==> src/rtl/fifo_readout_serializer.sv <==
// Reads words from the readout FIFO with an active-low read strobe and sends
// each one out as a serial frame: start 0, data LSB first, odd parity, stop 1.
module fifo_readout_serializer #(
    parameter int WORD_WIDTH   = 63,
    parameter int CLKS_PER_BIT = 1,
    parameter int READ_PULSE   = 2
) (
    input  logic                  clk,
    input  logic                  reset,
    input  logic                  enable,
    input  logic                  fifo_empty,
    input  logic [WORD_WIDTH-1:0] fifo_data,
    output logic                  read_n,
    output logic                  tx_data,
    output logic                  tx_busy,
    output logic [15:0]           frame_count
);
    localparam int BW = $clog2(WORD_WIDTH + 1);
    localparam int CW = $clog2(CLKS_PER_BIT + 1);
    localparam int PW = $clog2(READ_PULSE + 1);
    localparam logic [BW-1:0] BIT_LAST = BW'(WORD_WIDTH - 1);
    localparam logic [CW-1:0] CYC_LAST = CW'(CLKS_PER_BIT - 1);
    localparam logic [PW-1:0] PUL_LAST = PW'(READ_PULSE - 1);

    typedef enum logic [2:0] {IDLE, READ, START, DATA, PARITY, STOP} state_t;

    state_t                state, state_nx;
    logic                  empty_q, empty_s;
    logic [WORD_WIDTH-1:0] shreg, shreg_nx;
    logic                  par, par_nx;
    logic [BW-1:0]         bit_cnt, bit_nx;
    logic [CW-1:0]         cyc_cnt, cyc_nx;
    logic [PW-1:0]         pul_cnt, pul_nx;
    logic                  read_n_nx, tx_nx, busy_nx;
    logic [15:0]           count_nx;
    logic                  bit_end;

    // The empty flag comes from another clock domain; only empty_s is used.
    always_ff @(posedge clk or posedge reset) begin
        if (reset) begin
            empty_q <= 1'b1;
            empty_s <= 1'b1;
        end else begin
            empty_q <= fifo_empty;
            empty_s <= empty_q;
        end
    end

    // State and all registered outputs; outputs never see inputs combinationally.
    always_ff @(posedge clk or posedge reset) begin
        if (reset) begin
            state       <= IDLE;
            shreg       <= '0;
            par         <= 1'b0;
            bit_cnt     <= '0;
            cyc_cnt     <= '0;
            pul_cnt     <= '0;
            read_n      <= 1'b1;
            tx_data     <= 1'b1;
            tx_busy     <= 1'b0;
            frame_count <= '0;
        end else begin
            state       <= state_nx;
            shreg       <= shreg_nx;
            par         <= par_nx;
            bit_cnt     <= bit_nx;
            cyc_cnt     <= cyc_nx;
            pul_cnt     <= pul_nx;
            read_n      <= read_n_nx;
            tx_data     <= tx_nx;
            tx_busy     <= busy_nx;
            frame_count <= count_nx;
        end
    end

    assign bit_end = (cyc_cnt == CYC_LAST);

    // Next-state: each serial bit is held CLKS_PER_BIT cycles; the line value
    // for the next bit is loaded on the last cycle of the current one.
    always_comb begin
        state_nx  = state;
        shreg_nx  = shreg;
        par_nx    = par;
        bit_nx    = bit_cnt;
        cyc_nx    = cyc_cnt;
        pul_nx    = pul_cnt;
        read_n_nx = read_n;
        tx_nx     = tx_data;
        busy_nx   = tx_busy;
        count_nx  = frame_count;
        case (state)
            IDLE: begin
                tx_nx = 1'b1;
                if (enable && !empty_s) begin
                    state_nx  = READ;
                    read_n_nx = 1'b0;
                    busy_nx   = 1'b1;
                    pul_nx    = '0;
                end
            end
            READ: begin
                if (pul_cnt == PUL_LAST) begin
                    shreg_nx  = fifo_data;
                    par_nx    = ~^fifo_data;
                    read_n_nx = 1'b1;
                    tx_nx     = 1'b0;
                    cyc_nx    = '0;
                    state_nx  = START;
                end else begin
                    pul_nx = pul_cnt + 1'b1;
                end
            end
            START: begin
                if (bit_end) begin
                    cyc_nx   = '0;
                    bit_nx   = '0;
                    tx_nx    = shreg[0];
                    state_nx = DATA;
                end else begin
                    cyc_nx = cyc_cnt + 1'b1;
                end
            end
            DATA: begin
                if (bit_end) begin
                    cyc_nx = '0;
                    if (bit_cnt == BIT_LAST) begin
                        tx_nx    = par;
                        state_nx = PARITY;
                    end else begin
                        shreg_nx = shreg >> 1;
                        tx_nx    = shreg_nx[0];
                        bit_nx   = bit_cnt + 1'b1;
                    end
                end else begin
                    cyc_nx = cyc_cnt + 1'b1;
                end
            end
            PARITY: begin
                if (bit_end) begin
                    cyc_nx   = '0;
                    tx_nx    = 1'b1;
                    state_nx = STOP;
                end else begin
                    cyc_nx = cyc_cnt + 1'b1;
                end
            end
            STOP: begin
                if (bit_end) begin
                    cyc_nx   = '0;
                    count_nx = frame_count + 16'd1;
                    busy_nx  = 1'b0;
                    state_nx = IDLE;
                end else begin
                    cyc_nx = cyc_cnt + 1'b1;
                end
            end
            default: state_nx = IDLE;
        endcase
    end
endmodule

==> config.mk <==
export PLATFORM = sky130hd
export DESIGN_NAME = fifo_readout_serializer
export DESIGN_NICKNAME = d
export VERILOG_FILES = /design/src/rtl/fifo_readout_serializer.sv
export SDC_FILE = /design/constraint.sdc
export NUM_CORES = 1
export LEC_CHECK = 0
export ABC_CLOCK_PERIOD_IN_PS = 3300
export BUFFER_PORTS_ARGS = -buffer_cell sky130_fd_sc_hd__buf_2
export CORE_AREA = 3 3 124 126
export DETAILED_ROUTE_END_ITERATION = 8
export DIE_AREA = 0 0 127 129
export PLACE_DENSITY = 0.56
export SLEW_MARGIN = 10
export SYNTH_ARGS = -nofsm -noshare
export SYNTH_HDL_FRONTEND = slang
export SYNTH_SLANG_ARGS = --single-unit
==> constraint.sdc <==
create_clock -name clk -period 3.3 [get_ports clk]
set_clock_uncertainty 0.2 [all_clocks]
set_input_delay 0.165 -clock clk [delete_from_list [all_inputs] [get_ports clk]]
set_output_delay 0.165 -clock clk [all_outputs]
set_load 0.05 [all_outputs]
==> impl_metrics.csv, run 1 <==
group,metric,value,unit
synthesis,synth.distinct_cells,33,
clock_network,clock_path_buffers,2,
placement,dp.cells,732,
timing,period_minus_slack,2400,ps
timing,setup_violations,0,
run_status,violations,"negative hold slack",
timing,slew_headroom,42.8,%
clock_network,clk_latency,350,ps
final_layout,n_antenna_cell,0,
global_routing,track_usage,14.3,%
min_path,hold_path_class,"in2reg",
worst_setup_path,start_kind,"register",
drt,wl_per_cell,13.7,µm
worst_setup_path,path_class,"reg2reg",
power,vdd_drop_max,0.479,mV
synthesis,yosys.area.top_type_share,46.4,%
synthesis,synth.top_cells.by_count,"dfrtp_1 (92), nor2_1 (79), a21oi_1 (71)",
clock_network,cts-root-buf,"clkbuf_16",
flow_run,cap_violations,0,
final_layout,fillers,1391,
drt,drtIter0Drc,206,
worst_setup_path,arrival,2470,ps
synthesis,synth_top_family_by_area,"XOR/XNOR gates",
worst_setup_path,critPathRequiredTime,3370,ps
final_layout,multi_input_area,0.00244,mm²
synthesis,synthMuxAreaShare,12.7,%
timing,slew_violations,0,
synthesis,netlist_top_cells_area,"dfrtp_1 (46%), mux2i_1 (13%), xnor2_1 (9.9%)",
global_routing,grt_pass1_vias,3854,
timing,hold_viol_final,1,
floorplan,die-area,0.0164,mm²
placement,gp_congestion,0.790,
synthesis,synth_xor_area_share,15.0,%
placement,dp_hpwl,7560,µm
placement,dp_slack,925,ps
synthesis,synth-seq-cells,96,
floorplan,die_w,127,µm
power,p_total,5.23,mW
clock_network,htreeDepth,3,
final_layout,final_nets,692,
drt,vias_per_cell,4.67,
floorplan,die_y,129,µm
timing,min_period_over_period,72.6,%
synthesis,async_flop_share,100,%
clock_network,clk_pin_slew,60,ps
final_layout,stdcell_count,810,
drt,ant_nets,0,
synthesis,synthSimpleGateAreaFrac,11.5,%
drt,vias,3782,
timing,whs,-7.45,ps
floorplan,rows,44,
synthesis,synth-edff-count,0,
placement,dpl-instance-area,0.00560,mm²
clock_network,tritoncts,"built",
timing,fin_ws,904,ps
final_layout,regArea,0.00241,mm²
synthesis,syn_area,0.00496,mm²
synthesis,synth-adder-area-share,1.01,%
global_routing,grt_overflow,0,
synthesis,yosysTopAreaCell,"dfrtp_1",
global_routing,grt_max_degree,103,
synthesis,synth.most_common_cell,"dfrtp_1",
clock_network,cts_buffers,9,
drt,drt_wl_total,11100,µm
clock_network,post_cts_resize_count,0,
final_layout,layout-drive-gt1-share,17.9,%
power,p_leak,2.96,nW
placement,port_buffers,85,
synthesis,synth_seq_area_share,48.5,%
synthesis,synth_nets,554,
power,p_per_area,805,mW/mm²
synthesis,yosys_most_used_dff,"dfrtp_1",
synthesis,synth_compound_area_share,8.73,%
timing,tightest_slew,847,ps
synthesis,syn_avg_cell_area,10.3,µm²
timing,finalSetupTns,0,ps
clock_network,cts.sinks,96,
synthesis,synthCells,483,
global_routing,grt_pass1_wl,18900,µm
floorplan,start_util,34.4,%
global_routing,antenna_found_initial,0,
worst_setup_path,crit_path_end_kind,"register",
worst_setup_path,worstPathMaxFanout,102,
synthesis,yosys_warnings,0,
drt,drc,0,
run_status,run_status,"finished, violations left",
timing,rsz0062_at_grt,"false",
floorplan,ios,86,
final_layout,fin_area,0.00649,mm²
final_layout,syn2layout_area_growth,30.9,%
drt,first_pass_iters,4,
floorplan,core,0.0144,mm²
timing,max_freq,0.417,GHz
-- state kept, by name (all words and copies together), names as in the netlist --
signal,flops
shreg,63
frame_count,16
bit_cnt,6
state,3
pul_cnt,2
empty_q,1
empty_s,1
par,1
read_n,1
tx_busy,1
tx_data,1
-- layer usage --
layer  share of wire, %  global-route usage, %  up-vias
li1                   -                      -     1913
met1                 46                   18.6     1766
met2                 46                   23.5       92
met3                5.6                   3.65       11
met4                1.7                   4.92        0
met5                  0                      0        -
-- cell type report --
class                           instances  area share, %
Inverter                                4          0.270
Timing Repair Buffer                  152           17.3
Clock buffer                           12           3.95
Clock inverter                          4          0.308
Multi-Input combinational cell        358           37.6
Sequential cell                        96           37.1
Tap cell                              184           3.55
-- timing repair --
item | 4_1_cts | 5_1_grt
hold buffers | 62 | 0
hold endpoints to repair | 111 | 0
setup buffers | 0 | 0
-- cell families after synthesis --
family / after synthesis
AOI/OAI and AO/OA: 83
xor gates and xnor gates: 76
adders and majority gates: 4
buffers and inverters: 29
DFF: 96
muxes: 63
and+or+nand+nor: 132
-- worst paths after layout --
kind                       depth (start not counted)  slack (ps)        end    startpoint
setup / recovery                                   8         900  shreg[21]    bit_cnt[0]
hold / removal                                     3          -7   shreg[4]  fifo_data[4]
setup reg to reg                                   8         900  shreg[21]    bit_cnt[0]
hold reg to reg                                    0         160    empty_s       empty_q
max in group asynchronous                          4        1920  shreg[28]         reset
min in group asynchronous                          3         290  shreg[36]         reset
-- critical path, cell delays in order (launching register included) --
cell	delay, ps
dfrtp_1	400
inv_1	60
ha_1	180
and3_1	140
and3_1	230
a2111oi_4	450
buf_12	390
nor2_1	90
a21oi_1	130
-- report_power, final --
| group | switching [mW] | internal, mW | leakage, nW |
|---|---|---|---|
| logic | 1.24 | 1.08 | 1.71 |
| registers | 0.281 | 1.63 | 1.11 |
| clock network | 0.442 | 0.547 | 0.142 |
| total | 1.97 | 3.26 | 2.96 |
-- placed cells by master, fill, tap and decap left out, types with 9 or more instances in the layout --
master / n
dlygate4sd3_1: 62
clkbuf_16: 9
nor2_1: 79
dfrtp_1: 92
xnor2_1: 56
nand2_1: 21
buf_2: 85
xor2_1: 14
mux2i_1: 63
a21oi_1: 71
-- per-stage QoR --
step                      utilization [%]  hold slack (ps)
final                                45.0            -7.45
after detailed placement             38.8             71.8
after CTS                            45.0           0.0922
after global placement               38.8             73.1
after global routing                 45.0             11.8
after floorplan                         -            -30.5
Note: power is estimated with default switching activity, not from simulation.
==> run 2, diff against run 1 <==
- ABC_AREA: default -> 1
- ABC_CLOCK_PERIOD_IN_PS: 3300 -> 2200
- CORE_AREA: 3 3 124 126 -> 3 3 134 136
- DIE_AREA: 0 0 127 129 -> 0 0 137 139
- PLACE_DENSITY: 0.56 -> 0.58
- clock period: 3.3 -> 2.2 ns (I/O delays scaled with it)
==> impl_metrics.csv, run 2 <==
group,metric,value,unit
run_status,run_status,"complete, no violations",
floorplan,rows,48,
timing,setup_violations,0,
power,p_total,8.17,mW
placement,dp_hpwl,8960,µm
floorplan,die_w,137,µm
clock_network,clk_pin_slew,70,ps
worst_setup_path,start_kind,"register",
clock_network,cts.sinks,96,
global_routing,grt_pass1_wl,23200,µm
drt,vias,5269,
placement,port_buffers,85,
global_routing,antenna_found_initial,0,
timing,fin_ws,252,ps
final_layout,syn2layout_area_growth,27.8,%
synthesis,synth.distinct_cells,35,
timing,finalSetupTns,0,ps
floorplan,start_util,34.6,%
timing,hold_viol_final,0,
worst_setup_path,crit_path_end_kind,"register",
synthesis,yosysTopAreaCell,"dfrtp_1",
timing,rsz0062_at_grt,"false",
min_path,hold_start,"empty_q",
final_layout,final_nets,1024,
worst_setup_path,path_class,"reg2reg",
timing,tightest_slew,529,ps
drt,drtIter0Drc,201,
synthesis,synth.most_common_cell,"nand2_1",
floorplan,core,0.0171,mm²
global_routing,grt_overflow,0,
synthesis,yosys.area.top_type_share,39.0,%
timing,slew_violations,0,
worst_setup_path,worstSetupStartpoint,"state[2]",
timing,slew_headroom,64.7,%
drt,ant_nets,0,
final_layout,n_antenna_cell,0,
global_routing,track_usage,14.6,%
synthesis,synth.top_cells.by_count,"nand2_1 (296), inv_1 (128), dfrtp_1 (92)",
synthesis,syn_avg_cell_area,7.28,µm²
timing,min_period_over_period,88.6,%
drt,drc,0,
timing,whs,161,ps
timing,period_minus_slack,1950,ps
worst_setup_path,r2r_start,"state[2]",
placement,dp_slack,249,ps
synthesis,synth_nets,881,
floorplan,die-area,0.0190,mm²
final_layout,fillers,1755,
global_routing,grt_max_degree,97,
min_path,hold_path_class,"reg2reg",
clock_network,cts_setup_buffers,0,
global_routing,grt_pass1_vias,5125,
drt,wl_per_cell,11.1,µm
timing,max_freq,0.513,GHz
placement,gp_congestion,0.768,
power,vdd_drop_max,0.446,mV
synthesis,yosys_warnings,0,
clock_network,tritoncts,"built",
floorplan,ios,86,
clock_network,cts_buffers,9,
drt,first_pass_iters,5,
final_layout,top_register,"shreg",
worst_setup_path,worstPathMaxFanout,8,
power,p_per_area,1080,mW/mm²
synthesis,yosys_most_used_dff,"dfrtp_1",
final_layout,regArea,0.00241,mm²
synthesis,synthCells,810,
floorplan,die_y,139,µm
synthesis,synth-edff-count,0,
synthesis,syn_area,0.00590,mm²
clock_network,cts-root-buf,"clkbuf_16",
worst_setup_path,critPathRequiredTime,2230,ps
final_layout,layout-drive-gt1-share,14.5,%
clock_network,clk_latency,340,ps
synthesis,synth-seq-cells,96,
synthesis,netlist_top_cells_area,"dfrtp_1 (39%), nand2_1 (19%), inv_1 (8.1%)",
final_layout,multi_input_area,0.00283,mm²
drt,drt_wl_total,13100,µm
clock_network,clock_path_buffers,2,
final_layout,top_regs,"shreg: 63 flops, frame_count: 16 flops, bit_cnt: 6 flops",
flow_run,cap_violations,0,
final_layout,final_common_cell,"nand2_1",
worst_setup_path,arrival,1980,ps
final_layout,final_cell_mix,"nand2_1 (296), inv_1 (127), dfrtp_1 (90)",
final_layout,largest_register_ffs,63,
synthesis,async_flop_share,100,%
synthesis,synth_seq_area_share,40.8,%
clock_network,htreeDepth,3,
clock_network,hold_buffers,66,
clock_network,post_cts_resize_count,0,
drt,vias_per_cell,4.45,
power,p_leak,3.85,nW
[run 2: cell types whose count changed after synthesis, sizes merged, moves of 30 or more]
cell	previous run	this run
mux2i	63	0
nand2	21	301
xnor2	57	27
o21ai	8	72
a21oi	71	5
inv	4	133
o211ai	0	62
nor2	79	33
[run 2: final cells by class]
type / instances / area share [%]
Inverter: 133 / 6.67
Multi-Input combinational cell: 554 / 37.5
Clock buffer: 10 / 3.17
Tap cell: 225 / 3.74
Clock inverter: 6 / 1.20
Timing Repair Buffer: 159 / 15.7
Sequential cell: 96 / 32.0
[run 2: metal layers]
| metal | vias to the layer above | GRT usage [%] | share of wire (%) |
|---|---|---|---|
| met2 | 78 | 24.7 | 47 |
| li1 | 2833 | - | - |
| met1 | 2346 | 19.3 | 49 |
| met5 | - | 0 | 0 |
| met4 | 0 | 4.57 | 1.5 |
| met3 | 12 | 1.81 | 2.7 |
[run 2: worst paths after layout]
kind	slack [ps]	endpoint	depth (start not counted)
max in group asynchronous	1120	shreg[22]	4
worst min register to register	160	empty_s	0
min in group asynchronous	250	frame_count[8]	4
worst max-delay path	250	frame_count[15]	8
worst min-delay path	160	empty_s	0
worst max register to register	250	frame_count[15]	8
[run 2: kinds of logic (layout without fill, tap and decap cells)]
kind of cell / after synthesis / count (layout) / synth area share [%]
flops: 96 / 96 / 40.8
compound gates: 144 / 144 / 15.0
buf+inv: 160 / 308 / 11.2
simple gates: 360 / 360 / 25.2
xor+xnor: 46 / 46 / 6.96
fa+ha+maj: 4 / 4 / 0.849
[run 2: stage by stage]
stage	std cells	util [%]	area, µm²
floorplan	810	-	5900
global placement	1101	38.4	6550
detailed placement	1101	38.4	6550
CTS	1183	44.2	7540
global route	1183	44.2	7540
finish	1183	44.2	7540
[run 2: critical path: stages (launching register included)]
cell and delay (ps):
dfrtp_1 550, nand3_4 190, nor3b_4 250, nand3_2 140
nor2_4 140, nand2_2 90, nor2_4 100, nand2_2 70
xnor2_2 120
[run 2: report_power, final]
group          internal, mW  total [mW]  switching, mW
combinational          1.28        3.59           2.31
sequential             2.53        2.81          0.286
clock                  1.04        1.76          0.729
==> run 3, diff against run 2 <==
- ABC_AREA: 1 -> 0
- CORE_AREA: 3 3 134 136 -> 3 3 124 126
- DIE_AREA: 0 0 137 139 -> 0 0 127 129
==> impl_metrics.csv, run 3 (synthesized netlist as in run 1, its figures left out) <==
group,metric,value,unit
run_status,run_status,"complete, no violations",
clock_network,cts.sinks,96,
final_layout,n_antenna_cell,0,
power,netSwitchingPower,3.76,mW
global_routing,use_met3,3.57,%
worst_setup_path,crit_buf_inv,3,
timing,tightest_slew,324,ps
drt,first_pass_iters,4,
power,p_leak,3.30,nW
timing,slew_violations,0,
global_routing,top_usage_layer,"met2",
floorplan,die_y,129,µm
timing,rsz0062_at_grt,"true",
timing,slew_headroom,78.1,%
worst_setup_path,crit_path_end_kind,"register",
floorplan,ios,86,
worst_setup_path,slowest_delay,390,ps
final_layout,fillers,1284,
min_path,hold_end,"tx_busy",
global_routing,antenna_found_initial,0,
worst_setup_path,r2r_start,"bit_cnt[1]",
final_layout,largest_register_ffs,63,
power,vdd_drop_max,0.617,mV
flow_run,cap_violations,0,
power,clkPwrFrac,15.5,%
clock_network,clk_latency,350,ps
worst_setup_path,critPathRequiredTime,2270,ps
clock_network,htreeDepth,3,
placement,port_buffers,85,
floorplan,core,0.0144,mm²
global_routing,track_usage,14.4,%
global_routing,grt_pass1_wl,19200,µm
clock_network,clk_pin_slew,70,ps
clock_network,clock_path_buffers,2,
final_layout,top_register,"shreg",
worst_setup_path,ff2ff_path_depth,9,
timing,min_period_over_period,98.9,%
floorplan,die_w,127,µm
clock_network,cts-root-buf,"clkbuf_16",
min_path,hold_start,"enable",
final_layout,final_cell_mix,"dfrtp_1 (92), buf_2 (85), dlygate4sd3_1 (65)",
final_layout,syn2layout_area_growth,49.4,%
drt,wl_per_cell,15.3,µm
drt,drtIter0Drc,144,
global_routing,use_met1,18.4,%
global_routing,grt_overflow,0,
worst_setup_path,worstPathMaxFanout,6,
min_path,whs_path_depth,4,
global_routing,grt_max_degree,54,
worst_setup_path,r2r_end,"shreg[18]",
timing,hold_viol_final,0,
power,swShare,37.4,%
drt,drt_wl_total,13000,µm
clock_network,tritoncts,"built",
timing,fin_ws,23.4,ps
drt,vias,4085,
timing,whs,74.9,ps
worst_setup_path,slowest_stage,"dfrtp_1",
drt,ant_nets,0,
final_layout,top_regs,"shreg: 63 flops, frame_count: 16 flops, bit_cnt: 6 flops",
floorplan,start_util,34.4,%
power,p_seq_share,29.3,%
final_layout,stdcell_count,849,
timing,period_minus_slack,2180,ps
power,p_per_area,1350,mW/mm²
floorplan,rows,44,
worst_setup_path,r2r_setup_slack,20,ps
worst_setup_path,path_cells,"ha_2 > and3_4 > and3_4 > a2111oi_4 > buf_6 > clkbuf_16 > clkbuf_16 > nor2_4 > a21oi_2",
worst_setup_path,arrival,2250,ps
worst_setup_path,start_kind,"register",
placement,dp.cells,748,
final_layout,final_nets,732,
placement,dp_hpwl,7880,µm
worst_setup_path,path_class,"reg2reg",
timing,setup_violations,0,
floorplan,die-area,0.0164,mm²
drt,drc,0,
drt,vias_per_cell,4.81,
global_routing,met2_usage,24.8,%
worst_setup_path,path_depth,9,
placement,dp_slack,-22.7,ps
final_layout,final_common_cell,"dfrtp_1",
timing,max_freq,0.459,GHz
power,p_comb_share,55.3,%
global_routing,grt_pass1_vias,4077,
clock_network,cts_buffers,9,
placement,gp_congestion,0.789,
timing,finalSetupTns,0,ps
min_path,hold_path_class,"in2reg",
final_layout,post-route-util,51.4,%
worst_setup_path,critPathTopFamily,"buffers and inverters",
final_layout,layout-drive-gt1-share,32.8,%
power,intPower,6.28,mW
## run 3: cell count changes in the layout (fill, tap and decap cells not counted), sizes merged, moves of 30 or more
| cell | change |
|---|---|
| inv | -130 |
| o211ai | -62 |
| mux2i | +63 |
| xnor2 | +30 |
| o21ai | -64 |
| nand2 | -280 |
| nor2 | +46 |
| a21oi | +66 |
## run 3: power groups by stage
stage                     Combinational (mW)  Sequential [mW]  Clock, mW
after floorplan                         2.82             2.82          0
after global placement                  3.81             2.84          0
final                                   5.55             2.94       1.55
after global routing                    5.98             3.01       1.67
after CTS                               4.01             2.83       1.59
after detailed placement                3.92             2.85          0
## run 3: worst max-delay path by stage
stage | endpoint | slack [ps] | startpoint
floorplan | shreg[0] | 30 | bit_cnt[0]
global placement | par | -7 | fifo_data[54]
detailed placement | par | -20 | fifo_data[54]
CTS | shreg[21] | 4 | bit_cnt[0]
global route | shreg[18] | -60 | bit_cnt[1]
finish | shreg[18] | 20 | bit_cnt[1]
## run 3: routing by layer
layer | vias to the layer above | routed length, µm
met5 | - | 0
met4 | 0 | 102
met3 | 8 | 506
met2 | 82 | 6480
met1 | 1997 | 5890
li1 | 1998 | -
## run 3: cell type report
class / count / area [µm²] / area share [%]
timing repair buffer: 192 / 1770 / 23.8
sequential: 96 / 2410 / 32.5
clock buffer: 10 / 229 / 3.09
multi-input combinational: 358 / 2700 / 36.5
inverter: 4 / 18.8 / 0.253
clock inverter: 5 / 57.6 / 0.777
tap: 184 / 230 / 3.11
## run 3: worst register-to-register path: stages (launching register included)
cell and delay, ps:
dfrtp_1 390, ha_2 180, and3_4 140, and3_4 190
a2111oi_4 360, buf_6 190, clkbuf_16 160, clkbuf_16 170
nor2_4 40, a21oi_2 100
## run 3: repair_timing
action	4_1_cts	5_1_grt
hold endpoints to repair	160	0
hold buffers	65	0
endpoints found under the setup margin	0	58
gates resized for setup	0	82
setup buffers	0	7
## run 3: metrics by stage
step	instance area, µm²	total power, mW
4_1_cts	6740	8.43
3_5_place_dp	5800	6.77
5_1_grt	7410	10.7
3_3_place_gp	5800	6.65
2_1_floorplan	4980	5.64
6_report	7410	10.0
